[src/rtl/pattern_rx.sv]
// ---------------------------------------------------------------------------
// pattern_rx
//
// Serial receiver/decoder for the thermometer-pattern stream of the pattern
// transmitter. Bits arrive LSB first, one per enabled clock, and are
// assembled into 8-bit frames. Each frame is checked against the eight legal
// masks 2^(S+1)-1 (0x01 .. 0xFF), S is recovered, and a lock FSM tracks
// whether the link carries a stable legal pattern.
//
// Parameters:
//   LOCK_FRAMES  consecutive identical legal frames needed to lock (1..15)
//
// Ports:
//   clk      in   rising-edge clock, shared with the transmitter
//   clear    in   asynchronous active-high reset
//   en       in   sample enable; low = no bit taken, state holds
//   din      in   serial data, LSB of each frame first
//   word     out  [7:0] last complete frame
//   s_out    out  [2:0] decoded S of the last legal frame
//   valid    out  one-cycle pulse: a frame completed, word updated
//   error    out  one-cycle pulse with valid: frame is not a legal mask
//   locked   out  link locked onto a stable legal pattern
//   err_cnt  out  [7:0] saturating count of error pulses
//                 (only when PATTERN_RX_ERRCNT_EN is defined)
//
// Optional feature macro: PATTERN_RX_ERRCNT_EN
// ---------------------------------------------------------------------------
module pattern_rx #(
    parameter int LOCK_FRAMES = 2
) (
    input  logic       clk,
    input  logic       clear,
    input  logic       en,
    input  logic       din,
    output logic [7:0] word,
    output logic [2:0] s_out,
    output logic       valid,
    output logic       error,
    output logic       locked
`ifdef PATTERN_RX_ERRCNT_EN
    ,
    output logic [7:0] err_cnt
`endif
);

    typedef enum logic {
        UNLOCKED = 1'b0,
        LOCKED   = 1'b1
    } state_t;

    logic [2:0] bcnt;
    logic [6:0] sh;
    logic [3:0] mcnt;
    logic [2:0] ls;
    state_t     state;

    logic       done;
    logic [7:0] frame;
    logic       legal;
    logic [2:0] n;
    logic [3:0] mcnt_inc;

    // The 8th bit is not stored in sh; it is taken straight from din on the
    // completing edge.
    assign done  = en && (bcnt == 3'd7);
    assign frame = {din, sh};

    // Legal masks are exactly the eight thermometer codes.
    always_comb begin
        legal = 1'b1;
        n     = 3'd0;
        case (frame)
            8'h01:   n = 3'd0;
            8'h03:   n = 3'd1;
            8'h07:   n = 3'd2;
            8'h0F:   n = 3'd3;
            8'h1F:   n = 3'd4;
            8'h3F:   n = 3'd5;
            8'h7F:   n = 3'd6;
            8'hFF:   n = 3'd7;
            default: legal = 1'b0;
        endcase
    end

    assign mcnt_inc = (mcnt == 4'd15) ? mcnt : mcnt + 4'd1;

    // Shift/assembly datapath and registered frame outputs.
    always_ff @(posedge clk or posedge clear) begin
        if (clear) begin
            bcnt  <= 3'd0;
            sh    <= 7'd0;
            word  <= 8'h00;
            s_out <= 3'd0;
            valid <= 1'b0;
            error <= 1'b0;
        end else begin
            // Pulses drop on any edge that does not complete a frame,
            // including edges with en low.
            valid <= done;
            error <= done && !legal;
            if (en) begin
                for (int i = 0; i < 7; i++) begin
                    if (bcnt == 3'(i)) sh[i] <= din;
                end
                bcnt <= bcnt + 3'd1;
            end
            if (done) begin
                word <= frame;
                if (legal) s_out <= n;
            end
        end
    end

    // Lock FSM. mcnt counts consecutive legal frames with S == ls; locking
    // is evaluated on the updated count only while unlocked. A change of S
    // while locked always drops lock first.
    always_ff @(posedge clk or posedge clear) begin
        if (clear) begin
            state <= UNLOCKED;
            mcnt  <= 4'd0;
            ls    <= 3'd0;
        end else if (done) begin
            if (!legal) begin
                state <= UNLOCKED;
                mcnt  <= 4'd0;
            end else begin
                case (state)
                    UNLOCKED: begin
                        if (n == ls) begin
                            mcnt <= mcnt_inc;
                            if (int'(mcnt_inc) >= LOCK_FRAMES) state <= LOCKED;
                        end else begin
                            mcnt <= 4'd1;
                            ls   <= n;
                            if (LOCK_FRAMES <= 1) state <= LOCKED;
                        end
                    end
                    LOCKED: begin
                        if (n != ls) begin
                            state <= UNLOCKED;
                            mcnt  <= 4'd1;
                            ls    <= n;
                        end
                    end
                    default: state <= UNLOCKED;
                endcase
            end
        end
    end

    assign locked = (state == LOCKED);

`ifdef PATTERN_RX_ERRCNT_EN
    // Saturating error counter; only clear resets it.
    always_ff @(posedge clk or posedge clear) begin
        if (clear) begin
            err_cnt <= 8'h00;
        end else if (done && !legal && (err_cnt != 8'hFF)) begin
            err_cnt <= err_cnt + 8'd1;
        end
    end
`else
    // Error counter not built.
`endif

endmodule

[config.mk]
export PLATFORM = sky130hd
export DESIGN_NAME = pattern_rx
export DESIGN_NICKNAME = d
export VERILOG_FILES = /design/src/rtl/pattern_rx.sv
export SDC_FILE = /design/constraint.sdc
export NUM_CORES = 1
export LEC_CHECK = 0
export BUFFER_PORTS_ARGS = -buffer_cell sky130_fd_sc_hd__buf_2
export CELL_PAD_IN_SITES_DETAIL_PLACEMENT = 1
export CELL_PAD_IN_SITES_GLOBAL_PLACEMENT = 1
export CORE_UTILIZATION = 41
export CTS_BUF_LIST = sky130_fd_sc_hd__clkbuf_4
export DETAILED_ROUTE_END_ITERATION = 10
export PLACE_DENSITY = 0.86
export SLEW_MARGIN = 5
export SYNTH_ARGS = -nofsm -noshare
export SYNTH_HDL_FRONTEND = slang
export SYNTH_SLANG_ARGS = --single-unit
[constraint.sdc]
create_clock -name clk -period 1.9 [get_ports clk]
set_clock_uncertainty 0.15 [all_clocks]
set_input_delay 0.285 -clock clk [delete_from_list [all_inputs] [get_ports clk]]
set_output_delay 0.285 -clock clk [all_outputs]
set_load 0.05 [all_outputs]
## Word level (Yosys, flattened, before mapping)

Index checks and enable logic that the tools add are counted.

- Output and inout bits: 14
- Register bits: 31

- Eq/ne operators: 21
- Bitwise gates (word level): 1
- Reductions and logical operators: 15
- $add $sub $neg: 2
- $lt $le $gt $ge: 1
- Multiplexer cells: 15

Operators by type and width:

| operator | number |
|---|---|
| 3-bit one-hot mux with 7 select lines | 1 |
| 2-bit AND reduction | 9 |
| 4-bit two-way mux | 4 |
| 3-bit equality test (second input constant) | 4 |
| 8-bit by 1-bit equality test with 1-bit output (second input constant) | 1 |
| 8-bit by 2-bit equality test with 1-bit output (second input constant) | 1 |
| 8-bit by 3-bit equality test with 1-bit output (second input constant) | 1 |
| 8-bit by 4-bit equality test with 1-bit output (second input constant) | 1 |
| 8-bit by 5-bit equality test with 1-bit output (second input constant) | 1 |
| 8-bit by 6-bit equality test with 1-bit output (second input constant) | 1 |
| 8-bit by 7-bit equality test with 1-bit output (second input constant) | 1 |
| 8-bit equality test (second input constant) | 1 |
| 4-bit one-hot mux with 2 select lines | 1 |
| 8-bit OR reduction | 1 |
| 3-bit by 2-bit equality test with 1-bit output (second input constant) | 2 |
| 3-bit two-way mux | 2 |
| 3-bit one-hot mux with 2 select lines | 1 |
| 1-bit two-way mux | 5 |
| 4-bit by 1-bit adder with 4-bit output (second input constant) | 1 |
| 4-bit equality test (second input constant) | 1 |
| 4-bit by 2-bit >= comparator with 1-bit output (second input constant) | 1 |
| 4-bit AND reduction | 1 |
| 3-bit by 1-bit adder with 3-bit output (second input constant) | 1 |
| 3-bit by 1-bit equality test with 1-bit output (second input constant) | 1 |
| other kinds (10) | 11 |

## Logic depth before layout (Yosys ltp)

Gate-level depths: netlist of run 1.

- Depth in word-level cells: 7
- Depth in mapped cells: 7
- Depth with buffers taken out: 7

## Worst setup path before layout of run 1

Ideal clock, no wire load.

- Kind: flip-flop to flip-flop
- Start: register sh[4]
- End: register mcnt[2]
- Buffers on the path: 1
- Setup slack: -36 ps
- Stages on the path, launching flop included: 8
- Arrival: 1,708 ps
- Data required time: 1,673 ps
- Path through: dfrtp_1 buf_4 nor2_2 nand2_1 a2bb2oi_1 o31a_1 or4_1 a21oi_1

- Longest elaborated chain between the ends: 6
- Elaborated cells on any way between the ends: 18

RTL lines:

| what | RTL line | source |
|---|---|---|
| start: declaration | 52 | `logic [6:0] sh;` |
| start signal: indexed assignment | 103 | `if (bcnt == 3'(i)) sh[i] <= din;` |
| 8-bit equality test, or another cell as far along | 72 | `case (frame)` |
| 3-bit one-hot mux with 7 select lines | 72 |  |
| 3-bit equality test | 129 | `if (n == ls) begin` |
| 4-bit two-way mux | 129 |  |
| 4-bit one-hot mux with 2 select lines | 127 | `case (state)` |
| 4-bit two-way mux | 123 | `if (!legal) begin` |
| end signal: assignment | 130 | `mcnt <= mcnt_inc;` |
| end: declaration | 53 | `logic [3:0] mcnt;` |

Several ways; a longest one is shown, not always the timed one.
A chain may end at the register's enable or synchronous reset.

## Worst setup path in the final report of run 1

- Start: register sh[3]
- End: register mcnt[2]

Same word-level chain as after synthesis.

==> impl_summary.md, run 1 <==
Status
The run finished, with violations left. The final reports fail on setup timing.

Setup path
The signal on the critical path passes through and4_4, o211ai_1, xor2_1, o21ai_2, or4_4, a21oi_2. The cell family contributing the most delay on the critical path is simple AND/OR/NAND/NOR gates. The classification of the worst setup path is register to register. The kind of end point of the critical path is a register. The number of cells traversed by the worst register-to-register path is 6. The required time of the critical path is 2020 ps. In this run the critical register-to-register path is captured at mcnt[2].

The worst register-to-register path begins at sh[3]. In this run the register-to-register setup slack is -300 ps. The cell type of the slowest stage on the worst timing path is or4_4. Data on the critical path arrives at its endpoint at 2320 ps. In this run the worst path has a maximum fanout of 3. The category of the worst setup path launch point is a register. The count of buffer and inverter cells on the critical path is 0. The stage delay of the slowest cell on the critical path is 540 ps.

Synthesis
Of all cell types, the one taking the most synthesized area is dfrtp_1. The top-area cell type share of the netlist area is 50.4%. The gate count after technology mapping is 161.

In this run, synthesis produced a sequential element count of 31. The most used flip-flop cell after synthesis is dfrtp_1. For this run, the number of Yosys warnings is 0. Counting every net in the synthesized netlist gives 172.

Of the synthesized area, sequential elements account for 50.4%. A synthesized cell averages 9.55 µm². The netlist area before placement is 1540 µm². Counting instances in the post-synthesis netlist gives the leading cell types as nand2_1, dfrtp_1, o21ai_0.

Counting flops with an async set or reset pin after synthesis yields a share of 100%. Yosys mapped the design onto 41 distinct sky130hd cell types. The number of enable flip-flop cells after synthesis is 0. In the post-synthesis netlist, the cell with the most instances is nand2_1. By area the synthesized netlist is led by dfrtp_1, nand2_1, ha_1.

CTS
Clock tree synthesis selected as its root buffer the cell clkbuf_4. In this run the number of H-tree levels came out at 2. No sink is reached through more buffers than the 2 on the longest clock path. Clock latency on the worst-skew pair, taken at its later pin, is 370 ps.

The clock-pin transition on the worst setup and hold timing paths is 140 ps. TritonCTS built the clock tree. The clock drives 31 sinks. In this run, CTS created clock tree buffers numbering 5.

Timing
Setup violations remaining at the end of the flow were counted as 11. The time the worst path needs with I/O delays and setup is 2200 ps. The number of hold violations in the final report is 0. For the pin with the worst max-slew slack, the measured transition is 414 ps. Dividing the final minimum period by the clock period gives 116%.

The worst slew margin relative to its limit is 72.4%. Setup repair after global routing could not meet its margin everywhere. The final max-slew violation count is 0. In the post-route analysis, the smallest setup slack over all paths is -296 ps. The highest clock rate is 0.455 GHz.

Worst hold path
In this run the worst hold path is classified as input pin to register. The start point of the worst hold path is en. The worst hold path depth is 2. The hold-critical path endpoint is bcnt[0].

Placed design
Routability-driven placement finished with a final weighted congestion of 0.898. The HPWL after detailed placement is 3050 µm. The post-detailed-placement cell area is 1850 µm². The count of input and output buffers is 17.

The number of placed instances, taps included, is 245.

Pwr
The areal power density over the cells is 1480 nW/µm². IR analysis of the VDD net gives a maximum drop of 0.850 mV. The analysis attributes to cell leakage a power of 1.16 nW.

Global routing
The maximum number of pins on one net before global-route repair is 32. The via count of the first global-routing pass came to 1,638. The overall fraction of global-route tracks in use is 27.4%. The number of antenna violations at the first check in global routing is 0. The wire length of the first global-routing pass is 8320 µm. The overall overflow remaining after global route is 0.

Die
The die covers 4000 µm². The die outline height is 63.2 µm. The die extent in x is 63.2 µm. The number of standard-cell rows in the floorplan is 21. Once the floorplan was initialized, standard cells occupied 44.3% of the core.

The number of primary I/O pins is 18. The area inside the core boundary is 3470 µm².

Finish
The post-route netlist has 46.0% of its cells at a drive strength greater than 1. The final non-filler cell area is 2230 µm². The post-layout net count is 236. The non-filler instance count after layout is 272. The number of inserted filler cells in the final layout is 405. 0 antenna diodes ended up in the layout. From synthesis to final layout, the design area changed by 45.2%.

Routing
The routed length on met2 is 3120 µm. For this block, the initial DRC count from the detailed router was 113. The total number of vias is 1,568. In this run the top signal layer used is met4.

The routed wire length on met3 is 235 µm. In the final routing, the length of wire on met1 measures 2380 µm. The count of nets left with antenna violations once routing finished came out at 0. For this run, design rule violations remaining after detail routing come to 0. Wires add up to 6010 µm. The mean number of vias per cell is 5.76.

Dividing the detail-routed wire length by the instance count gives 22.1 µm. The pre-antenna-repair detailed-routing pass consisted of 5 iterations.

Flow run
The reported max-cap violation count is 0.
==> how the worst max path moves through the flow <==
stage / start / end / slack (ps) / cells past startpoint
2_1_floorplan: sh[5] / mcnt[2] / -10 / 6
3_5_place_dp: sh[5] / mcnt[1] / -140 / 7
3_3_place_gp: sh[5] / mcnt[1] / -150 / 7
5_1_grt: sh[3] / mcnt[2] / -330 / 6
4_1_cts: sh[5] / mcnt[2] / -140 / 6
6_report: sh[3] / mcnt[2] / -300 / 6
==> metrics by stage <==
step                      setup TNS [ps]  setup WS, ps  hold WS [ps]  utilization (%)  total power [mW]
final                              -2080          -296           131             64.4              3.30
after global routing               -2470          -329           152             64.4              3.43
after CTS                           -664          -142           115             59.2              2.92
after detailed placement            -985          -145           239             53.5              2.41
after global placement              -415          -151           225             53.5              2.30
after floorplan                    -10.8         -10.8           239                -              1.86
==> layout by cell type (no fill, tap or decap), types with 3 or more instances in the layout <==
cell,Yosys,routed
a21oi_1,6,3
a21oi_2,1,4
buf_2,0,17
buf_4,1,40
clkbuf_4,0,7
dfrtp_1,31,28
dfrtp_2,0,3
ha_1,7,7
inv_1,8,8
nand2_1,38,37
nand3_1,8,7
nor2_1,6,6
o21ai_0,9,9
==> cells by family (layout without fill, tap and decap cells) <==
kind of cell | count (synthesis) | in the layout | synth area share [%]
muxes | 3 | 3 | 2.12
adders and majority gates | 7 | 7 | 5.70
xor gates and xnor gates | 4 | 4 | 2.28
AOI/OAI and AO/OA | 31 | 31 | 13.6
and+or+nand+nor | 72 | 72 | 22.5
buffers and inverters | 13 | 78 | 3.42
DFF | 31 | 31 | 50.4
==> metal layers <==
| metal | up-vias | GRT usage (%) |
|---|---|---|
| li1 | 681 | - |
| met3 | 26 | 5.43 |
| met5 | - | 0 |
| met4 | 0 | 13.4 |
| met1 | 807 | 31.3 |
| met2 | 54 | 48.5 |
==> final cells by class <==
class                           instances  area (µm²)  area share [%]
Tap cell                               46        57.6            2.58
Multi-Input combinational cell        117         865            38.7
Clock buffer                            7        52.6            2.35
Inverter                                9        35.0            1.57
Sequential cell                        31         779            34.9
Timing Repair Buffer                   61         438            19.6
Clock inverter                          1        5.00           0.224
==> sequential cells by signal, indices dropped and copies added (netlist names) <==
register,cells
mcnt,4
s_out,3
sh,7
valid,1
locked,1
error,1
bcnt,3
word,8
ls,3
==> report_power, final <==
part / switching [mW] / internal (mW) / total (mW) / leakage (nW)
combinational: 1.06 / 0.709 / 1.77 / 0.732
sequential: 0.222 / 0.869 / 1.09 / 0.392
clock: 0.259 / 0.173 / 0.432 / 0.0361
==> what timing repair did <==
action | CTS | global route
gates cloned | 0 | 0
buffers inserted | 12 | 6
endpoints found under the setup margin | 11 | 11
hold buffers | 1 | 0
gates resized for setup | 9 | 22
pin swaps | 8 | 18
endpoints found under the hold margin | 31 | 0
No activity file was read; power rests on OpenSTA's default activity.
==> run 2: changes to the inputs <==
--- a/config.mk
+++ b/config.mk
@@ -11,7 +11,7 @@
 export CORE_UTILIZATION = 41
 export CTS_BUF_LIST = sky130_fd_sc_hd__clkbuf_4
 export DETAILED_ROUTE_END_ITERATION = 10
-export PLACE_DENSITY = 0.86
+export PLACE_DENSITY_LB_ADDON = 0.1
 export SLEW_MARGIN = 5
 export SYNTH_ARGS = -nofsm -noshare
 export SYNTH_HDL_FRONTEND = slang
==> run 2 against run 1 <==
Against the previous run:
- the run still ends with setup timing left
- sequential share of layout area rose by 0.79 points
- final cell count shrank 1.1%
- core utilization decreased by 1.2 points
- maximum frequency shrank 1.3%
- via count shrank 10%
- hold slack lost 15 ps
- cell area is 1.9% lower
- non-clock buffer count is 3 lower
- first-iteration DRC count down 56%
- count of clock-buffer cells in the layout decreased by 1
- largest power group unchanged
- highest routed layer unchanged
==> impl_summary.md, run 2 (synthesis gave the netlist of run 1 again) <==
Pwr
The areal power density over the cells is 1380 nW/µm². In this run switching power makes up 44.9% of total power. The net switching power is 1.35 mW.

The clock network power share is 13.1%. The combinational group share of total power is 51.5%. The analysis attributes to cell leakage a power of 1.11 nW. The total internal power is 1.66 mW. The part of the power in registers is 35.4%. IR analysis of the VDD net gives a maximum drop of 0.688 mV.

Setup path
The largest single stage delay on the critical path is 510 ps. The required time of the critical path is 2000 ps. The category of the worst setup path launch point is a register. Walking the worst path, the cells encountered are and4bb_2, nand4_1, o211ai_4, xor2_4, or4_4, a21oi_2. The cell family contributing the most delay on the critical path is simple AND/OR/NAND/NOR gates. Among all stages on the critical path, the largest delay is contributed by or4_4. Counting both buffers and inverters, the worst setup path holds a total of 0. The arrival time of data at the critical path endpoint is 2330 ps. STA classifies the critical path endpoint as a register.

Of all nets on the critical path, the largest fanout is 5. For flop-to-flop paths, the worst setup slack is -320 ps. The startpoint of the worst-slack reg-to-reg timing path is sh[6]. The classification of the worst setup path is register to register. The origin of the worst setup path is sh[6].

Finish
In the final layout, the multi-input gates occupy 852 µm². The number of inserted filler cells in the final layout is 411. The non-filler instance count after layout is 269. Leaving out fill and tap cells, the most frequent cells in the layout are nand2_1, buf_4, dfrtp_1. The library cell used most frequently in the layout, excluding fill and tap cells, is nand2_1. Compared with the post-synthesis result, the final layout area differs by 42.4%. The final layout contains 233 nets. The register ranked first by flip-flop count is word. Registers take 782 µm². The largest registers in the layout are word (8), sh (7), mcnt (4). The fraction of layout instances using a drive strength above 1 is 43.9%. The flip-flop count of the largest register after layout is 8. The antenna diode instance count is 0.

Global routing
The number of antenna violations at the first check in global routing is 0. The via count of the first global-routing pass is 1,477. The first global-routing pass estimated 7340 µm of wire.

Global routing used 24.5% of the available tracks across all layers. The total overflow left after global routing is 0. Entering global routing, the biggest net connects 32 pins.

CTS
The sink count of the clock tree is 31. TritonCTS built the clock tree. The clock insertion delay at the later pin of the skew report is 330 ps. In this run, CTS created clock tree buffers numbering 5.

The number of H-tree levels is 2. The tree is rooted in a clkbuf_4. The clock-pin transition on the worst setup and hold timing paths is 100 ps. The clock passes through at most 2 buffers.

Routing
The initial DRC count is 50. The routed design has 4700 µm of wire. The mean number of vias per cell is 5.22. The wire length per cell is 17.5 µm. The detailed router placed 1,405 vias in this run. The remaining design rule violation count is 0. The first TritonRoute pass finished after 4 iterations. The number of nets with antenna violations after routing is 0.

Status
The run finished, with violations left. The checks that failed: setup timing.

Timing
The final max-slew violation count is 0. Setup repair after global routing could not meet its margin everywhere. The number of hold violations in the final report is 0. The pin slew with the least headroom to its limit is 512 ps. The highest clock rate is 0.449 GHz. Headroom to the max-slew limit came out at 65.7%. The final setup violation count is 11. After layout, the worst path uses 117% of the clock period. The least setup slack across all paths after layout is -325 ps. The time the worst path needs with I/O delays and setup is 2220 ps. The worst hold slack is 116 ps.

Flow run
The reported max-cap violation count is 0.

Worst hold path
The start point of the worst hold path is en. The type of the tightest min-delay check is input pin to register.

Die
The die outline height is 63.2 µm. The die extent in x is 63.2 µm. The initial core utilization is 44.3%. After floorplanning, the core was divided into 21 placement rows.

The die covers 4000 µm². The number of primary I/O pins is 18. The area inside the core boundary is 3470 µm².

Placed design
The count of input and output buffers is 17. Detailed placement ended at an HPWL of 2900 µm. The number of placed instances, taps included, is 249. Routability-driven placement finished with a final weighted congestion of 0.816.
-- run 2: what timing repair did --
item / in CTS / in global routing
hold buffers: 1 / 0
setup buffers: 5 / 8
hold endpoints to repair: 31 / 0
endpoints found under the setup margin: 11 / 12
gates resized for setup: 6 / 25
pin swaps: 3 / 8
-- run 2: final timing paths --
kind,end,depth (start not counted)
max,mcnt[2],6
min,bcnt[2],2
max reg2reg,mcnt[2],6
min reg2reg,word[0],2
max in group asynchronous,sh[3],4
min in group asynchronous,word[2],4
-- run 2: stage by stage --
step,worst slack (ps),setup TNS [ps],utilization [%],cell area [µm²],power (mW)
after detailed placement,-276,-1700,54.3,1880,2.40
after global routing,-371,-2380,63.1,2190,3.21
after floorplan,-10.8,-10.8,-,1550,1.86
final,-325,-1710,63.1,2190,3.02
after global placement,-194,-819,54.3,1880,2.32
after CTS,-238,-1840,58.3,2020,2.84
-- run 2: power by group through the flow --
| stage | Combinational, mW | Sequential, mW | Clock [mW] |
|---|---|---|---|
| finish | 1.55 | 1.07 | 0.395 |
| global route | 1.69 | 1.10 | 0.428 |
| CTS | 1.38 | 1.05 | 0.398 |
| detailed placement | 1.33 | 1.07 | 0 |
| global placement | 1.27 | 1.04 | 0 |
| floorplan | 0.511 | 1.35 | 0 |
-- run 2: cell type report --
class | count | share of cell area [%]
sequential | 31 | 35.7
clock inverter | 2 | 0.571
timing repair buffer | 58 | 18.6
multi-input combinational | 117 | 38.9
tap | 46 | 2.63
inverter | 9 | 1.54
clock buffer | 6 | 2.06
-- run 2: layer usage --
| metal | share of wire (%) | global-route usage, % | vias to the layer above | wire (µm) |
|---|---|---|---|---|
| li1 | - | - | 675 | - |
| met1 | 45 | 31.3 | 687 | 2110 |
| met2 | 49 | 39.9 | 32 | 2300 |
| met3 | 3.6 | 6.70 | 11 | 169 |
| met4 | 2.3 | 7.95 | 0 | 110 |
| met5 | 0 | 0 | - | 0 |
-- run 2: worst reg2reg max path, cell delays in order, from the launching register on --
cell      delay, ps
dfrtp_2         450
and4bb_2        360
nand4_1         210
o211ai_4        180
xor2_4          140
or4_4           510
a21oi_2         150
